--- src/rtl/fetch_unit_pkg.sv ---
// Shared definitions for the instruction fetch stage: default geometry,
// FSM state encoding and the halt sentinel word.
package fetch_unit_pkg;

  localparam int unsigned FU_ADDR_WIDTH = 10;
  localparam int unsigned FU_RESET_PC   = 0;
  localparam int unsigned FU_FIFO_DEPTH = 2;
  localparam int unsigned INSTR_WIDTH   = 32;

  localparam logic [INSTR_WIDTH-1:0] HALT_WORD = 32'hFFFF_FFFF;

  typedef enum logic [1:0] {
    ST_BOOT   = 2'd0,
    ST_RUN    = 2'd1,
    ST_HALTED = 2'd2
  } fetch_state_e;

endpackage

--- src/rtl/fetch_unit_fifo.sv ---
// Show-ahead synchronous FIFO for fetched {pc, instr} entries, with a
// single-cycle flush used on redirects.
module fetch_fifo #(
  parameter int unsigned DW    = 42,
  parameter int unsigned DEPTH = 2
) (
  input  logic                   clk,
  input  logic                   rst_n,
  input  logic                   i_push,
  input  logic [DW-1:0]          i_push_data,
  input  logic                   i_pop,
  input  logic                   i_flush,
  output logic [DW-1:0]          o_head,
  output logic [$clog2(DEPTH):0] o_count,
  output logic                   o_empty
);

  localparam int unsigned PW = $clog2(DEPTH);
  localparam int unsigned CW = PW + 1;

  logic [DW-1:0] r_mem [DEPTH];
  logic [PW-1:0] r_rd;
  logic [PW-1:0] r_wr;
  logic [CW-1:0] r_count;

  always_ff @(posedge clk or negedge rst_n) begin
    if (!rst_n) begin
      r_rd    <= '0;
      r_wr    <= '0;
      r_count <= '0;
    end else if (i_flush) begin
      r_rd    <= '0;
      r_wr    <= '0;
      r_count <= '0;
    end else begin
      if (i_push) r_wr <= r_wr + PW'(1);
      if (i_pop)  r_rd <= r_rd + PW'(1);
      case ({i_push, i_pop})
        2'b10:   r_count <= r_count + CW'(1);
        2'b01:   r_count <= r_count - CW'(1);
        default: r_count <= r_count;
      endcase
    end
  end

  // Storage is left unreset; the head is only meaningful while non-empty.
  always_ff @(posedge clk) begin
    if (i_push && !i_flush) r_mem[r_wr] <= i_push_data;
  end

  assign o_head  = r_mem[r_rd];
  assign o_count = r_count;
  assign o_empty = (r_count == '0);

  a_no_overflow: assert property (@(posedge clk) disable iff (!rst_n)
    (i_push && !i_pop && !i_flush) |-> (r_count < CW'(DEPTH)));

  a_no_underflow: assert property (@(posedge clk) disable iff (!rst_n)
    (i_pop && !i_flush) |-> (r_count != '0));

endmodule

--- src/rtl/fetch_unit.sv ---
// Instruction fetch stage: owns the PC, issues credit-limited reads to a
// 1-cycle synchronous imem, buffers returns. Optional halt: FETCH_HALT_EN.
module fetch_unit
  import fetch_unit_pkg::*;
#(
  parameter int unsigned ADDR_WIDTH = FU_ADDR_WIDTH,
  parameter int unsigned RESET_PC   = FU_RESET_PC,
  parameter int unsigned FIFO_DEPTH = FU_FIFO_DEPTH
) (
  input  logic                   clk,
  input  logic                   rst_n,
  output logic                   imem_req,
  output logic [ADDR_WIDTH-1:0]  imem_addr,
  input  logic [INSTR_WIDTH-1:0] imem_rdata,
  output logic [INSTR_WIDTH-1:0] instr_data,
  output logic [ADDR_WIDTH-1:0]  instr_pc,
  output logic                   instr_valid,
  input  logic                   instr_ready,
  input  logic                   redirect_valid,
  input  logic [ADDR_WIDTH-1:0]  redirect_addr
);

  localparam int unsigned EW = ADDR_WIDTH + INSTR_WIDTH;
  localparam int unsigned CW = $clog2(FIFO_DEPTH) + 1;
  localparam int unsigned OW = CW + 1;

  fetch_state_e          r_state;
  logic [ADDR_WIDTH-1:0] r_pc;
  logic [ADDR_WIDTH-1:0] r_inflight_pc;
  logic                  r_inflight;

  logic                  w_pop;
  logic                  w_push;
  logic                  w_issue;
  logic                  w_empty;
  logic [CW-1:0]         w_count;
  logic [EW-1:0]         w_head;
  logic [OW-1:0]         w_occ;
  logic [OW-1:0]         w_limit;

  assign w_pop = instr_valid & instr_ready;

  // Credit check: buffered + in-flight words after this cycle's pop must
  // leave room, so a returning word can never land on a full FIFO.
  assign w_occ   = OW'(w_count) + OW'(r_inflight);
  assign w_limit = OW'(FIFO_DEPTH) + OW'(w_pop);

  always_comb begin
    w_issue = 1'b0;
    if (r_state == ST_RUN && !redirect_valid && (w_occ < w_limit))
      w_issue = 1'b1;
  end

  assign imem_req  = w_issue;
  assign imem_addr = r_pc;

`ifdef FETCH_HALT_EN
  assign w_push = r_inflight & ~redirect_valid & (r_state != ST_HALTED);
`else
  assign w_push = r_inflight & ~redirect_valid;
`endif

  always_ff @(posedge clk or negedge rst_n) begin
    if (!rst_n) begin
      r_state       <= ST_BOOT;
      r_pc          <= ADDR_WIDTH'(RESET_PC);
      r_inflight    <= 1'b0;
      r_inflight_pc <= '0;
    end else begin
      r_inflight <= w_issue;
      if (w_issue) r_inflight_pc <= r_pc;
      if (redirect_valid) begin
        r_state <= ST_RUN;
        r_pc    <= redirect_addr;
      end else begin
        case (r_state)
          ST_BOOT: r_state <= ST_RUN;
          ST_RUN: begin
            if (w_issue) r_pc <= r_pc + ADDR_WIDTH'(1);
`ifdef FETCH_HALT_EN
            if (w_push && imem_rdata == HALT_WORD) r_state <= ST_HALTED;
`endif
          end
          ST_HALTED: r_state <= ST_HALTED;
          default:   r_state <= ST_BOOT;
        endcase
      end
    end
  end

  fetch_fifo #(
    .DW    (EW),
    .DEPTH (FIFO_DEPTH)
  ) u_fifo (
    .clk         (clk),
    .rst_n       (rst_n),
    .i_push      (w_push),
    .i_push_data ({r_inflight_pc, imem_rdata}),
    .i_pop       (w_pop),
    .i_flush     (redirect_valid),
    .o_head      (w_head),
    .o_count     (w_count),
    .o_empty     (w_empty)
  );

  assign instr_valid = ~w_empty;
  assign instr_data  = instr_valid ? w_head[INSTR_WIDTH-1:0]  : '0;
  assign instr_pc    = instr_valid ? w_head[EW-1:INSTR_WIDTH] : '0;

  a_redirect_blocks_req: assert property (@(posedge clk) disable iff (!rst_n)
    redirect_valid |-> !imem_req);

endmodule
--- config.mk ---
export PLATFORM = sky130hd
export DESIGN_NAME = fetch_unit
export DESIGN_NICKNAME = d
export VERILOG_FILES = /design/src/rtl/fetch_unit_pkg.sv /design/src/rtl/fetch_unit_fifo.sv /design/src/rtl/fetch_unit.sv
export SDC_FILE = /design/constraint.sdc
export NUM_CORES = 1
export LEC_CHECK = 0
export CAP_MARGIN = 20
export CORE_UTILIZATION = 35
export DETAILED_ROUTE_END_ITERATION = 16
export GPL_TIMING_DRIVEN = 0
export SETUP_SLACK_MARGIN = 0.2
export SYNTH_ARGS = -nofsm -noshare
export SYNTH_HDL_FRONTEND = slang
export SYNTH_SLANG_ARGS = --single-unit
--- constraint.sdc ---
create_clock -name clk -period 7.9 [get_ports clk]
set_input_delay 1.58 -clock clk [delete_from_list [all_inputs] [get_ports clk]]
set_output_delay 1.58 -clock clk [all_outputs]
set_load 0.02 [all_outputs]
=== Yosys cells after proc, flatten, opt, wreduce, memory -nomap -nowiden ===
Memory sizes are Yosys's and may differ from the RTL's.
Cells that the tools add are included.

* Add/subtract/negate cells: 7
* Equality and inequality tests: 5
* Reduce and logical (&&, ||, !) cells: 12
* Bitwise logic cells: 4
* Mux-type cells: 16
* $lt $le $gt $ge: 1

{| class="wikitable"
|+ Operators by type and width
! operator !! count
|-
| $mux 10 || 4
|-
| $mux 32 || 1
|-
| $add 10x1->10 const B || 1
|-
| $reduce_bool 2->1 || 4
|-
| $mux 1 || 7
|-
| $pmux 2 s3 || 1
|-
| $eq 2x1->1 const B || 2
|-
| $eq 2x2->1 const B || 2
|-
| $logic_not 2->1 || 2
|-
| $mux 2 || 2
|-
| $pmux 2 s2 || 1
|-
| $add 2x1->3 || 1
|-
| $add 2x1->3 const A || 1
|-
| $logic_and 1x1->1 || 3
|-
| $lt 3x3->1 || 1
|-
| $reduce_bool 3->1 || 1
|-
| $add 1x1->1 const B || 2
|-
| $add 2x1->2 const B || 1
|-
| $and 1x1->1 || 2
|-
| $ne 2x2->1 const B || 1
|-
| $not 1->1 || 2
|-
| $reduce_and 2->1 || 1
|-
| $sub 2x1->2 const B || 1
|-
| $logic_not 1->1 || 1
|}

* RAM bits: 84
* Memories: 1
* Word-level logic and storage cells: 53
* Input bits: 46
* Bits in registers: 27
* Output and inout bits: 54

{| class="wikitable"
|+ Memory list
! memory !! words !! width !! rd ports !! clocked after Yosys merged registers in !! wr ports !! line !! text
|-
| u_fifo.r_mem || 2 || 42 || 1 || 0 || 1 || fetch_unit_fifo.sv:21 || <nowiki>logic [DW-1:0] r_mem [DEPTH];</nowiki>
|}

=== Longest topological paths before layout ===
Gate-level depths: netlist of run 1.

* Depth after elaboration: 10
* Gate-level depth with buffers: 6
* Mapped depth without buffers: 6

=== Hierarchy ===
A second synthesis of run 1 with hierarchy kept.

* Cell total of the unflattened synthesis: 296
* Area total of the unflattened synthesis: 4887.2 sq um

{| class="wikitable"
|+ Modules (own cells, without submodules)
! module !! times used !! sequential area each (sq um) !! area an instance (sq um) !! cells an instance
|-
| fetch_fifo || 1 || 2622.5 || 3410.8 || 151
|-
| fetch_unit || 1 || 575.6 || 1476.4 || 145
|}

=== Least setup slack after synthesis of run 1 ===
Ideal clock, no wire load.

* Path kind: in2reg
* From: input port redirect_valid
* To: memory u_fifo.r_mem[0][0] (enable)
* Library setup time: 503 ps
* Arrival time: 4702 ps
* Data required time: 7397 ps
* Path slack: 2696 ps
* Cell stages on the path: 1
* Cells stage by stage: nor3b_1

* Longest elaborated chain between the ends: 5
* Elaborated cells on any way between the ends: 6

{| class="wikitable"
|+ Ends and longest elaborated chain
! item !! line !! text
|-
| start, declared || fetch_unit.sv:19 || <nowiki>input logic redirect_valid,</nowiki>
|-
| $not 1->1 || fetch_unit.sv:60 || <nowiki>assign w_push = r_inflight & ~redirect_valid;</nowiki>
|-
| $and 1x1->1 || fetch_unit.sv:60 ||
|-
| $logic_and 1x1->1 * || fetch_unit_fifo.sv:48 || <nowiki>if (i_push && !i_flush) r_mem[r_wr] <= i_push_data;</nowiki>
|-
| $mux 1 * || fetch_unit_fifo.sv:48 ||
|-
| $mux 1 (implied by the code) * || fetch_unit_fifo.sv:48 ||
|-
| end, declared || fetch_unit_fifo.sv:21 ||
|}

Every way passes the cells marked *; elsewhere a longest branch is shown, timed or not.

=== Final worst setup path of run 1 ===
* From: input port instr_ready
* To: output port imem_req

* Longest elaborated chain between the ends: 5

{| class="wikitable"
|+ Ends and longest elaborated chain
! item !! line !! text
|-
| start, declared || fetch_unit.sv:18 || <nowiki>input logic instr_ready,</nowiki>
|-
| $and 1x1->1 || fetch_unit.sv:41 || <nowiki>assign w_pop = instr_valid & instr_ready;</nowiki>
|-
| $add 2x1->3 || fetch_unit.sv:46 || <nowiki>assign w_limit = OW'(FIFO_DEPTH) + OW'(w_pop);</nowiki>
|-
| $lt 3x3->1 || fetch_unit.sv:50 || <nowiki>if (r_state == ST_RUN && !redirect_valid && (w_occ < w_limit))</nowiki>
|-
| $logic_and 1x1->1 || fetch_unit.sv:50 ||
|-
| $mux 1 || fetch_unit.sv:50 ||
|-
| end, declared || fetch_unit.sv:12 || <nowiki>output logic imem_req,</nowiki>
|}

Every way passes these cells.

==> results_dict.tcl, run 1 <==
set metrics [dict create \
    worst_ep_required_time_ns 6.32 \
    grt-ovfl-total 0 \
    grt_first_pass_wirelength_mm 14.5 \
    cts_tree "yes" \
    r2r-start "r_inflight" \
    synthCells 299 \
    cts_hold_buf 0 \
    final_common_cell "sky130_fd_sc_hd__clkdlybuf4s50_1" \
    wl_per_cell_um 15.0 \
    r2r.worst_path.cells 6 \
    routed_wl_mm 8.80 \
    finalHoldViolCount 0 \
    post_synth.cell_area_avg_um2 14.9 \
    numCtsBuffers 9 \
    multi_input_comb_area_um2 1190 \
    finalSetupViolCount 0 \
    drt-pass1-iter-count 4 \
    outcome "finished clean" \
    root_buffer "sky130_fd_sc_hd__clkbuf_16" \
    hold_slack_ns 0.442 \
    vias_per_cell 4.77 \
    post_route_cells_drive_above_1_share_pct 10.0 \
    clk_latency_ns 0.34 \
    postSynthRegisterBits 111 \
    final_area_um2 6060 \
    max_cap_violations 0 \
    achievable-frequency_mhz 194 \
    timing.reg2reg.setup_slack_ns 5.60 \
    holdPathEnd "r_state[1]" \
    synth-warning-count 0 \
    layout.cells.most_common_list "sky130_fd_sc_hd__clkdlybuf4s50_1, sky130_fd_sc_hd__edfxtp_1, sky130_fd_sc_hd__nor2_1" \
    grt_setup_unrepaired "false" \
    final_instance_count_without_filler_cells 588 \
    cts-root-to-sink-buffers 2 \
    grt_pass1_vias 2824 \
    report.final.slew_viol_count 0 \
    drt.antenna.violating_nets 0 \
    portBuffers 99 \
    instance_count_along_the_most_critical_hold_path 1 \
    post-route-min-period_ns 5.15 \
    relSlewSlack_pct 59.9 \
    initial_antenna_violation_count 0 \
    cts.repair.resized 0 \
    floorplan.die.height_um 115 \
    syn_nets 348 \
    worst_clock_skew_on_the_final_layout_ns 0.00311 \
    detail_route.iter0.violations 183 \
    total_power_mw 1.41 \
    finalNetCount 464 \
    setup-tns-final_ns 0 \
    die_area_um2 13200 \
    antenna_diodes 0 \
    groute.usage.overall_pct 14.6 \
    synth-seq-area-share_pct 71.9 \
    timing.critical_path.from_type "input pin" \
    globalplace.congestion 0.821 \
    dpl_worst_slack_ns 2.72 \
    ir_drop_worst_case_vdd_mv 0.0942 \
    cts_setup_buffers 0 \
    seqCellArea_um2 3200 \
    clk_transition_reported_paths_ns 0.07 \
    core-area_um2 12200 \
    grt_start_max_net_pins 23 \
    remaining_drc_errors 0 \
    max_slew.worst_pin.slew_ns 0.602 \
    number_of_vias_in_the_routed_layout 2805 \
    placed_area_um2 5760 \
    critical_path_class "in -> out" \
    worst-path-max-fanout 11 \
    cts.sink_count 111 \
    floorplan.initialDensity_pct 36.4 \
    dp.cells 572 \
    postLayoutCoreUtil_pct 49.7 \
    critical_path_arrival_ns 3.57 \
    cp-end-kind "output port" \
    chip_width_um 115 \
    min-delay-start "r_state[0]" \
    static-leakage-power_nw 2.07 \
    io_pins 100 \
    min_path_type "reg -> reg" \
    h-tree-depth 3 \
    r2r_end "r_inflight_pc[6]" \
    fill_cells 1125 \
    layout_setup_ws_ns 2.75 \
    detailedPlacementHpwl_mm 6.06 \
    period_share_pct 65.2 \
    power_per_cell_area_nw_per_um2 232 \
    post_synth_num_cell_types 32 \
    area_growth_syn_to_layout_pct 36.3 \
    num_rows 40 \
    synth.cell_area_um2 4450 \
]
-- where the power goes --
group / internal [mW] / total (mW) / switching (mW)
logic: 0.120 / 0.248 / 0.128
registers: 0.682 / 0.710 / 0.0278
clock network: 0.259 / 0.449 / 0.189
-- cells in the mapped netlist --
cell type | n | area share [%]
sky130_fd_sc_hd__a21oi_1 | 1 | 0.11
sky130_fd_sc_hd__inv_1 | 3 | 0.25
sky130_fd_sc_hd__o21ai_2 | 1 | 0.20
sky130_fd_sc_hd__nor2_1 | 58 | 4.9
sky130_fd_sc_hd__nand3_1 | 6 | 0.67
sky130_fd_sc_hd__or4_1 | 7 | 1.2
sky130_fd_sc_hd__or3b_2 | 1 | 0.20
sky130_fd_sc_hd__o21a_4 | 1 | 0.34
sky130_fd_sc_hd__edfxtp_1 | 84 | 57
sky130_fd_sc_hd__buf_4 | 1 | 0.17
sky130_fd_sc_hd__and2_1 | 1 | 0.14
sky130_fd_sc_hd__and4_1 | 1 | 0.20
sky130_fd_sc_hd__nor3b_2 | 1 | 0.28
sky130_fd_sc_hd__buf_2 | 4 | 0.45
sky130_fd_sc_hd__mux2i_1 | 42 | 9.4
sky130_fd_sc_hd__nand2_1 | 4 | 0.34
sky130_fd_sc_hd__ha_1 | 3 | 0.84
sky130_fd_sc_hd__dfrtp_1 | 27 | 15
sky130_fd_sc_hd__nand4_1 | 2 | 0.28
sky130_fd_sc_hd__nor3b_1 | 1 | 0.17
sky130_fd_sc_hd__or3_1 | 1 | 0.14
sky130_fd_sc_hd__nor3_2 | 1 | 0.22
sky130_fd_sc_hd__xnor2_1 | 1 | 0.20
sky130_fd_sc_hd__o21ai_0 | 5 | 0.56
sky130_fd_sc_hd__o31ai_1 | 7 | 1.2
sky130_fd_sc_hd__nor2b_1 | 3 | 0.42
sky130_fd_sc_hd__and3_1 | 1 | 0.14
sky130_fd_sc_hd__mux2_2 | 10 | 2.5
sky130_fd_sc_hd__xor2_1 | 2 | 0.39
sky130_fd_sc_hd__nor3_1 | 1 | 0.11
sky130_fd_sc_hd__a31oi_1 | 10 | 1.4
sky130_fd_sc_hd__clkbuf_1 | 8 | 0.67
-- layer usage --
| metal | share of wire, % | routed length [um] | vias up | track usage (%) |
|---|---|---|---|---|
| li1 | - | - | 1352 | - |
| met1 | 47 | 4160 | 1363 | 19.8 |
| met2 | 46 | 4020 | 81 | 22.9 |
| met3 | 5.8 | 507 | 9 | 3.22 |
| met4 | 1.3 | 114 | 0 | 6.23 |
| met5 | 0 | 0 | - | 0 |
-- final cells by class --
type	count	share of cell area, %
Buffer	13	0.949
Inverter	3	0.186
Clock buffer	15	4.93
Timing Repair Buffer	105	18.0
Clock inverter	1	0.124
Multi-Input combinational cell	172	19.6
Tap cell	168	3.47
Sequential cell	111	52.7
-- worst max-delay path: stages --
cell and delay [ns]:
sky130_fd_sc_hd__clkdlybuf4s50_1 0.54, sky130_fd_sc_hd__o21ai_2 0.10, sky130_fd_sc_hd__o21a_4 0.24, sky130_fd_sc_hd__nor3_2 0.21, sky130_fd_sc_hd__buf_4 0.24, sky130_fd_sc_hd__clkdlybuf4s50_1 0.65
-- sequential cells by signal, summed over array words and instances, names as in the netlist --
signal	count
u_fifo.r_mem	84
imem_addr	10
r_inflight_pc	10
r_state	2
u_fifo.o_count	2
r_inflight	1
u_fifo.r_rd	1
u_fifo.r_wr	1
-- kinds of logic (layout without fill, tap and decap cells) --
logic type,after synthesis,count (layout),synth area share [%]
xor gates and xnor gates,3,3,0.590
AOI/OAI and AO/OA,25,25,3.80
DFF,111,111,71.9
and+or+nand+nor,89,89,9.39
buffers and inverters,16,137,1.55
muxes,52,52,12.0
adders and majority gates,3,3,0.843
-- worst max-delay path by stage --
stage,startpoint,end,cells after the start
3_5_place_dp,instr_ready,imem_req,6
5_1_grt,instr_ready,imem_req,6
4_1_cts,instr_ready,imem_req,6
3_3_place_gp,redirect_valid,u_fifo.r_mem[0][25],2
2_1_floorplan,redirect_valid,u_fifo.r_mem[0][0],1
6_report,instr_ready,imem_req,6
Power figures use the tool's default switching activity.
==> inputs of run 2 (changes only) <==
==> constraint.sdc (replaced) <==
create_clock -name clk -period 4.5 [get_ports clk]
set_input_delay 0.9 -clock clk [delete_from_list [all_inputs] [get_ports clk]]
set_output_delay 0.9 -clock clk [all_outputs]
set_load 0.02 [all_outputs]
==> run 2 against run 1 <==
Net effect:
- sequential share of layout area fell by 0.23 points
- final cell count fell by 0.17%
- final area rose by 0.43%
- clock skew rose by 0.0040 ns
- global-route usage fell by 0.60 points
- largest power group unchanged
- clock power rose by 93%
==> results_dict.tcl, run 2 (synthesis gave the netlist of run 1 again) <==
set metrics [dict create \
    outcome "finished clean" \
    wl_per_cell_um 14.8 \
    floorplan.die.height_um 115 \
    final_instance_count_without_filler_cells 587 \
    antenna_diodes 0 \
    core-area_um2 12200 \
    grt_first_pass_wirelength_mm 14.2 \
    dpl_worst_slack_ns 0.704 \
    chip_width_um 115 \
    die_area_um2 13200 \
    num_rows 40 \
    finalHoldViolCount 0 \
    vias_per_cell 4.83 \
    max_cap_violations 0 \
    critical_path_arrival_ns 2.88 \
    fill_cells 1094 \
    layout_setup_ws_ns 0.721 \
    gr-usage-met3_pct 3.06 \
    worst_ep_required_time_ns 3.60 \
    cts.sink_count 111 \
    max_slew.worst_pin.slew_ns 0.681 \
    report.final.slew_viol_count 0 \
    cts_setup_buffers 0 \
    grt_pass1_vias 2796 \
    min_path_type "reg -> reg" \
    total_power_mw 2.55 \
    top_register "u_fifo.r_mem" \
    clk_transition_reported_paths_ns 0.07 \
    top_usage_layer "met2" \
    setup-tns-final_ns 0 \
    root_buffer "sky130_fd_sc_hd__clkbuf_16" \
    post-route-min-period_ns 3.78 \
    routed_wl_mm 8.71 \
    cts_hold_buf 0 \
    final_common_cell "sky130_fd_sc_hd__clkdlybuf4s50_1" \
    power_per_cell_area_nw_per_um2 418 \
    remaining_drc_errors 0 \
    cts_tree "yes" \
    io_pins 100 \
    grt-ovfl-total 0 \
    finalSetupViolCount 0 \
    timing.critical_path.from_type "input pin" \
    worst-path-max-fanout 11 \
    clk_latency_ns 0.33 \
    worst_clock_skew_on_the_final_layout_ns 0.00713 \
    achievable-frequency_mhz 265 \
    drt.antenna.violating_nets 0 \
    grtUsageMet2_pct 22.2 \
    period_share_pct 84.0 \
    initial_antenna_violation_count 0 \
    globalplace.congestion 0.876 \
    numCtsBuffers 9 \
    post_route_cells_drive_above_1_share_pct 10.3 \
    h-tree-depth 3 \
    layout.cells.most_common_list "sky130_fd_sc_hd__clkdlybuf4s50_1, sky130_fd_sc_hd__edfxtp_1, sky130_fd_sc_hd__nor2_1" \
    static-leakage-power_nw 2.09 \
    detail_route.iter0.violations 127 \
    drt-pass1-iter-count 4 \
    grt_setup_unrepaired "false" \
    cp-end-kind "output port" \
    ir_drop_worst_case_vdd_mv 0.204 \
    cts.repair.resized 0 \
    critical_path_class "in -> out" \
    portBuffers 99 \
    timing.reg2reg.setup_slack_ns 2.18 \
    cts-root-to-sink-buffers 2 \
    area_growth_syn_to_layout_pct 36.9 \
    dp.cells 571 \
    grt_start_max_net_pins 31 \
    relSlewSlack_pct 54.5 \
    floorplan.initialDensity_pct 36.4 \
    groute.usage.overall_pct 14.0 \
    detailedPlacementHpwl_mm 6.11 \
    largest_register_ffs 84 \
    number_of_vias_in_the_routed_layout 2837 \
    hold_slack_ns 0.444 \
    grt_use_met1_pct 19.5 \
    finalNetCount 463 \
]
## run 2: cell types whose count changed in the layout (fill, tap and decap cells not counted), sizes merged
cell / previous run / this run
buf: 11 / 10
clkbuf: 23 / 21
clkinvlp: 1 / 0
bufinv: 0 / 1
clkinv: 0 / 2
## run 2: worst max-delay path, stage by stage
cell and delay [ns]:
sky130_fd_sc_hd__clkdlybuf4s50_1 0.51, sky130_fd_sc_hd__o21ai_2 0.10, sky130_fd_sc_hd__o21a_4 0.25, sky130_fd_sc_hd__nor3_2 0.23, sky130_fd_sc_hd__buf_4 0.24, sky130_fd_sc_hd__clkdlybuf4s50_1 0.64
## run 2: power breakdown
group	switching (mW)	leakage [nW]	internal [mW]
clock network	0.337	0.172	0.530
registers	0.0519	1.08	1.20
logic	0.223	0.837	0.211
total	0.612	2.09	1.94
## run 2: metrics by stage
stage / utilization, % / instance area (um2)
after global routing: 49.9 / 6090
after global placement: 46.3 / 5660
final: 49.9 / 6090
after detailed placement: 47.0 / 5740
after CTS: 49.9 / 6090
after floorplan: - / 4460
## run 2: path summary, 6_finish.rpt
check | from | end | depth (start not counted)
min in group asynchronous | rst_n | r_state[0] | 1
worst min register to register | r_state[0] | r_state[1] | 1
worst min-delay path | r_state[0] | r_state[1] | 1
max in group asynchronous | rst_n | u_fifo.o_count[0] | 2
worst max register to register | r_inflight | r_inflight_pc[6] | 6
worst max-delay path | instr_ready | imem_req | 6
## run 2: area by class of cell
cell class | count | area, um2 | area share, %
sequential | 111 | 3200 | 52.5
buffer | 13 | 57.6 | 0.945
timing repair buffer | 104 | 1070 | 17.6
inverter | 3 | 11.3 | 0.185
clock buffer | 13 | 303 | 4.97
multi-input combinational | 172 | 1200 | 19.6
tap | 168 | 210 | 3.45
clock inverter | 3 | 43.8 | 0.719
## run 2: layer usage
metal / part of all wire [%] / vias to the layer above
met5: 0 / -
met4: 1.1 / 0
met3: 5.2 / 8
met2: 47 / 98
met1: 47 / 1388
li1: - / 1343
==> inputs of run 3 (changes only) <==
==> constraint.sdc (replaced) <==
create_clock -name clk -period 3.8 [get_ports clk]
set_input_delay 0.76 -clock clk [delete_from_list [all_inputs] [get_ports clk]]
set_output_delay 0.76 -clock clk [all_outputs]
set_load 0.02 [all_outputs]
==> run 3 against run 2 <==
Net effect:
- first-iteration DRC count shrank 2.4%
- highest routed layer unchanged
- largest cell class unchanged
- sequential share of layout area about the same
- die area stayed put
- total power increased by 18%
- global-route usage hardly changed
- critical endpoint unchanged
- clock-buffer cell count unchanged
- sequential power rose by 18%
- clock skew about the same
- hold slack worse by 0.00093 ns
- worst setup slack got worse by 0.23 ns
- final cell count is the same
- core utilization about the same
==> results_dict.tcl, run 3 (synthesis gave the netlist of run 1 again) <==
set metrics [dict create \
    drt-pass1-iter-count 4 \
    post_route_cells_drive_above_1_share_pct 10.3 \
    globalplace.congestion 0.876 \
    clk_transition_reported_paths_ns 0.07 \
    floorplan.initialDensity_pct 36.4 \
    clk_latency_ns 0.33 \
    finalNetCount 463 \
    outcome "finished clean" \
    slowest_stage "sky130_fd_sc_hd__or3b_2" \
    io_pins 100 \
    power_per_cell_area_nw_per_um2 496 \
    crit_path_max_delay_family "simple AND/OR/NAND/NOR gates" \
    initial_antenna_violation_count 0 \
    r2r_end "r_inflight_pc[6]" \
    wl_per_cell_um 14.9 \
    worst_ep_required_time_ns 3.04 \
    remaining_drc_errors 0 \
    root_buffer "sky130_fd_sc_hd__clkbuf_16" \
    postLayoutCoreUtil_pct 49.9 \
    portBuffers 99 \
    timing.critical_path.from_type "flop" \
    critical_path_class "reg -> out" \
    top_register "u_fifo.r_mem" \
    grt_pass1_vias 2801 \
    grt_setup_unrepaired "false" \
    worstSetupEndpoint "imem_req" \
    groute.usage.overall_pct 14.0 \
    timing.reg2reg.setup_slack_ns 1.49 \
    achievable-frequency_mhz 302 \
    layout.cells.most_common_list "sky130_fd_sc_hd__clkdlybuf4s50_1, sky130_fd_sc_hd__edfxtp_1, sky130_fd_sc_hd__nor2_1" \
    grt_use_met1_pct 19.4 \
    timing.critical_path.depth 6 \
    fill_cells 1095 \
    r2r.worst_path.cells 6 \
    numCtsBuffers 9 \
    detail_route.iter0.violations 124 \
    cp_num_buf_inv 2 \
    largest_register_ffs 84 \
    die_area_um2 13200 \
    hold_slack_ns 0.443 \
    worst_path_largest_cell_delay_ns 0.50 \
    grt_start_max_net_pins 31 \
    cpMostUsedCell "sky130_fd_sc_hd__ha_1" \
    routed_wl_mm 8.73 \
    r2r-start "r_inflight" \
    top_usage_layer "met2" \
    period_share_pct 87.2 \
    number_of_vias_in_the_routed_layout 2844 \
    report.final.slew_viol_count 0 \
    max_cap_violations 0 \
    final_common_cell "sky130_fd_sc_hd__clkdlybuf4s50_1" \
    gr-usage-met3_pct 3.06 \
    antenna_diodes 0 \
    cts.sink_count 111 \
    max_slew.worst_pin.slew_ns 0.681 \
    cp-end-kind "output port" \
    finalHoldViolCount 0 \
    min_path_type "reg -> reg" \
    chip_width_um 115 \
    total_power_mw 3.02 \
    cts_setup_buffers 0 \
    worst_clock_skew_on_the_final_layout_ns 0.00703 \
    cts-root-to-sink-buffers 2 \
    grt_first_pass_wirelength_mm 14.2 \
    area_growth_syn_to_layout_pct 36.8 \
    num_rows 40 \
    crit_chain "ha_1 -> ha_1 -> or3b_2 -> nor3_2 -> buf_4 -> dlygate4sd2_1" \
    relSlewSlack_pct 54.5 \
    cts_tree "yes" \
    static-leakage-power_nw 2.09 \
    floorplan.die.height_um 115 \
    post-route-min-period_ns 3.31 \
    core-area_um2 12200 \
    detailedPlacementHpwl_mm 6.11 \
    grt-ovfl-total 0 \
    critical_path_arrival_ns 2.55 \
    finalSetupViolCount 0 \
    grtUsageMet2_pct 22.2 \
    worst_setup_path_startpoint "r_inflight" \
    worst-path-max-fanout 11 \
    h-tree-depth 3 \
    drt.antenna.violating_nets 0 \
    vias_per_cell 4.84 \
    ir_drop_worst_case_vdd_mv 0.241 \
]
[run 3: changes by cell type in the layout (fill, tap and decap cells not counted), sizes merged]
cell	previous run	this run
clkdlybuf4s50	99	98
dlygate4sd2	0	1
[run 3: worst min path at each step]
| stage | startpoint | endpoint | slack, ns | cells after the start |
|---|---|---|---|---|
| 6_report | r_state[0] | r_state[1] | 0.44 | 1 |
| 5_1_grt | r_state[0] | r_state[1] | 0.47 | 1 |
| 3_5_place_dp | r_state[0] | r_state[1] | 0.43 | 1 |
| 2_1_floorplan | r_state[0] | r_state[1] | 0.41 | 1 |
| 3_3_place_gp | r_state[0] | r_state[1] | 0.42 | 1 |
| 4_1_cts | r_state[0] | r_state[1] | 0.45 | 1 |
[run 3: cell type report]
type | instances | area (um2) | area share (%)
multi-input cells | 172 | 1200 | 19.6
clock buffers | 13 | 303 | 4.97
repair buffers | 104 | 1070 | 17.6
well taps | 168 | 210 | 3.45
clock inverters | 3 | 43.8 | 0.719
inverters | 3 | 11.3 | 0.185
plain buffers | 13 | 57.6 | 0.945
flip-flops and latches | 111 | 3200 | 52.5
[run 3: through the flow]
stage / cells / cell area (um2) / worst slack, ns / setup TNS, ns
2_1_floorplan: 299 / 4460 / 0.920 / 0
3_3_place_gp: 566 / 5660 / -0.820 / -45.85
3_5_place_dp: 571 / 5740 / 0.284 / 0
4_1_cts: 587 / 6090 / 0.456 / 0
5_1_grt: 587 / 6090 / 0.372 / 0
6_report: 587 / 6090 / 0.487 / 0
[run 3: per-layer routing]
metal | vias up | routed length [um]
met2 | 97 | 4050
met4 | 0 | 102
met5 | - | 0
li1 | 1344 | -
met3 | 12 | 419
met1 | 1391 | 4150
[run 3: repair_timing]
| item | CTS | global route |
|---|---|---|
| resized for setup | 1 | 0 |
| hold buffers | 0 | 0 |
| endpoints found under the setup margin | 1 | 0 |
[run 3: report_power, final]
group          total, mW  internal, mW  switching [mW]
Clock               1.03         0.627           0.399
Sequential          1.48          1.42          0.0621
Combinational      0.513         0.249           0.264
Total               3.02          2.29           0.725
[run 3: worst reg2reg max path: stages (launching register included)]
cell                      delay [ns]
sky130_fd_sc_hd__dfrtp_1        0.47
sky130_fd_sc_hd__ha_1           0.24
sky130_fd_sc_hd__ha_1           0.20
sky130_fd_sc_hd__or3b_2         0.50
sky130_fd_sc_hd__nor3_2         0.20
sky130_fd_sc_hd__buf_4          0.24
sky130_fd_sc_hd__mux2_2         0.35
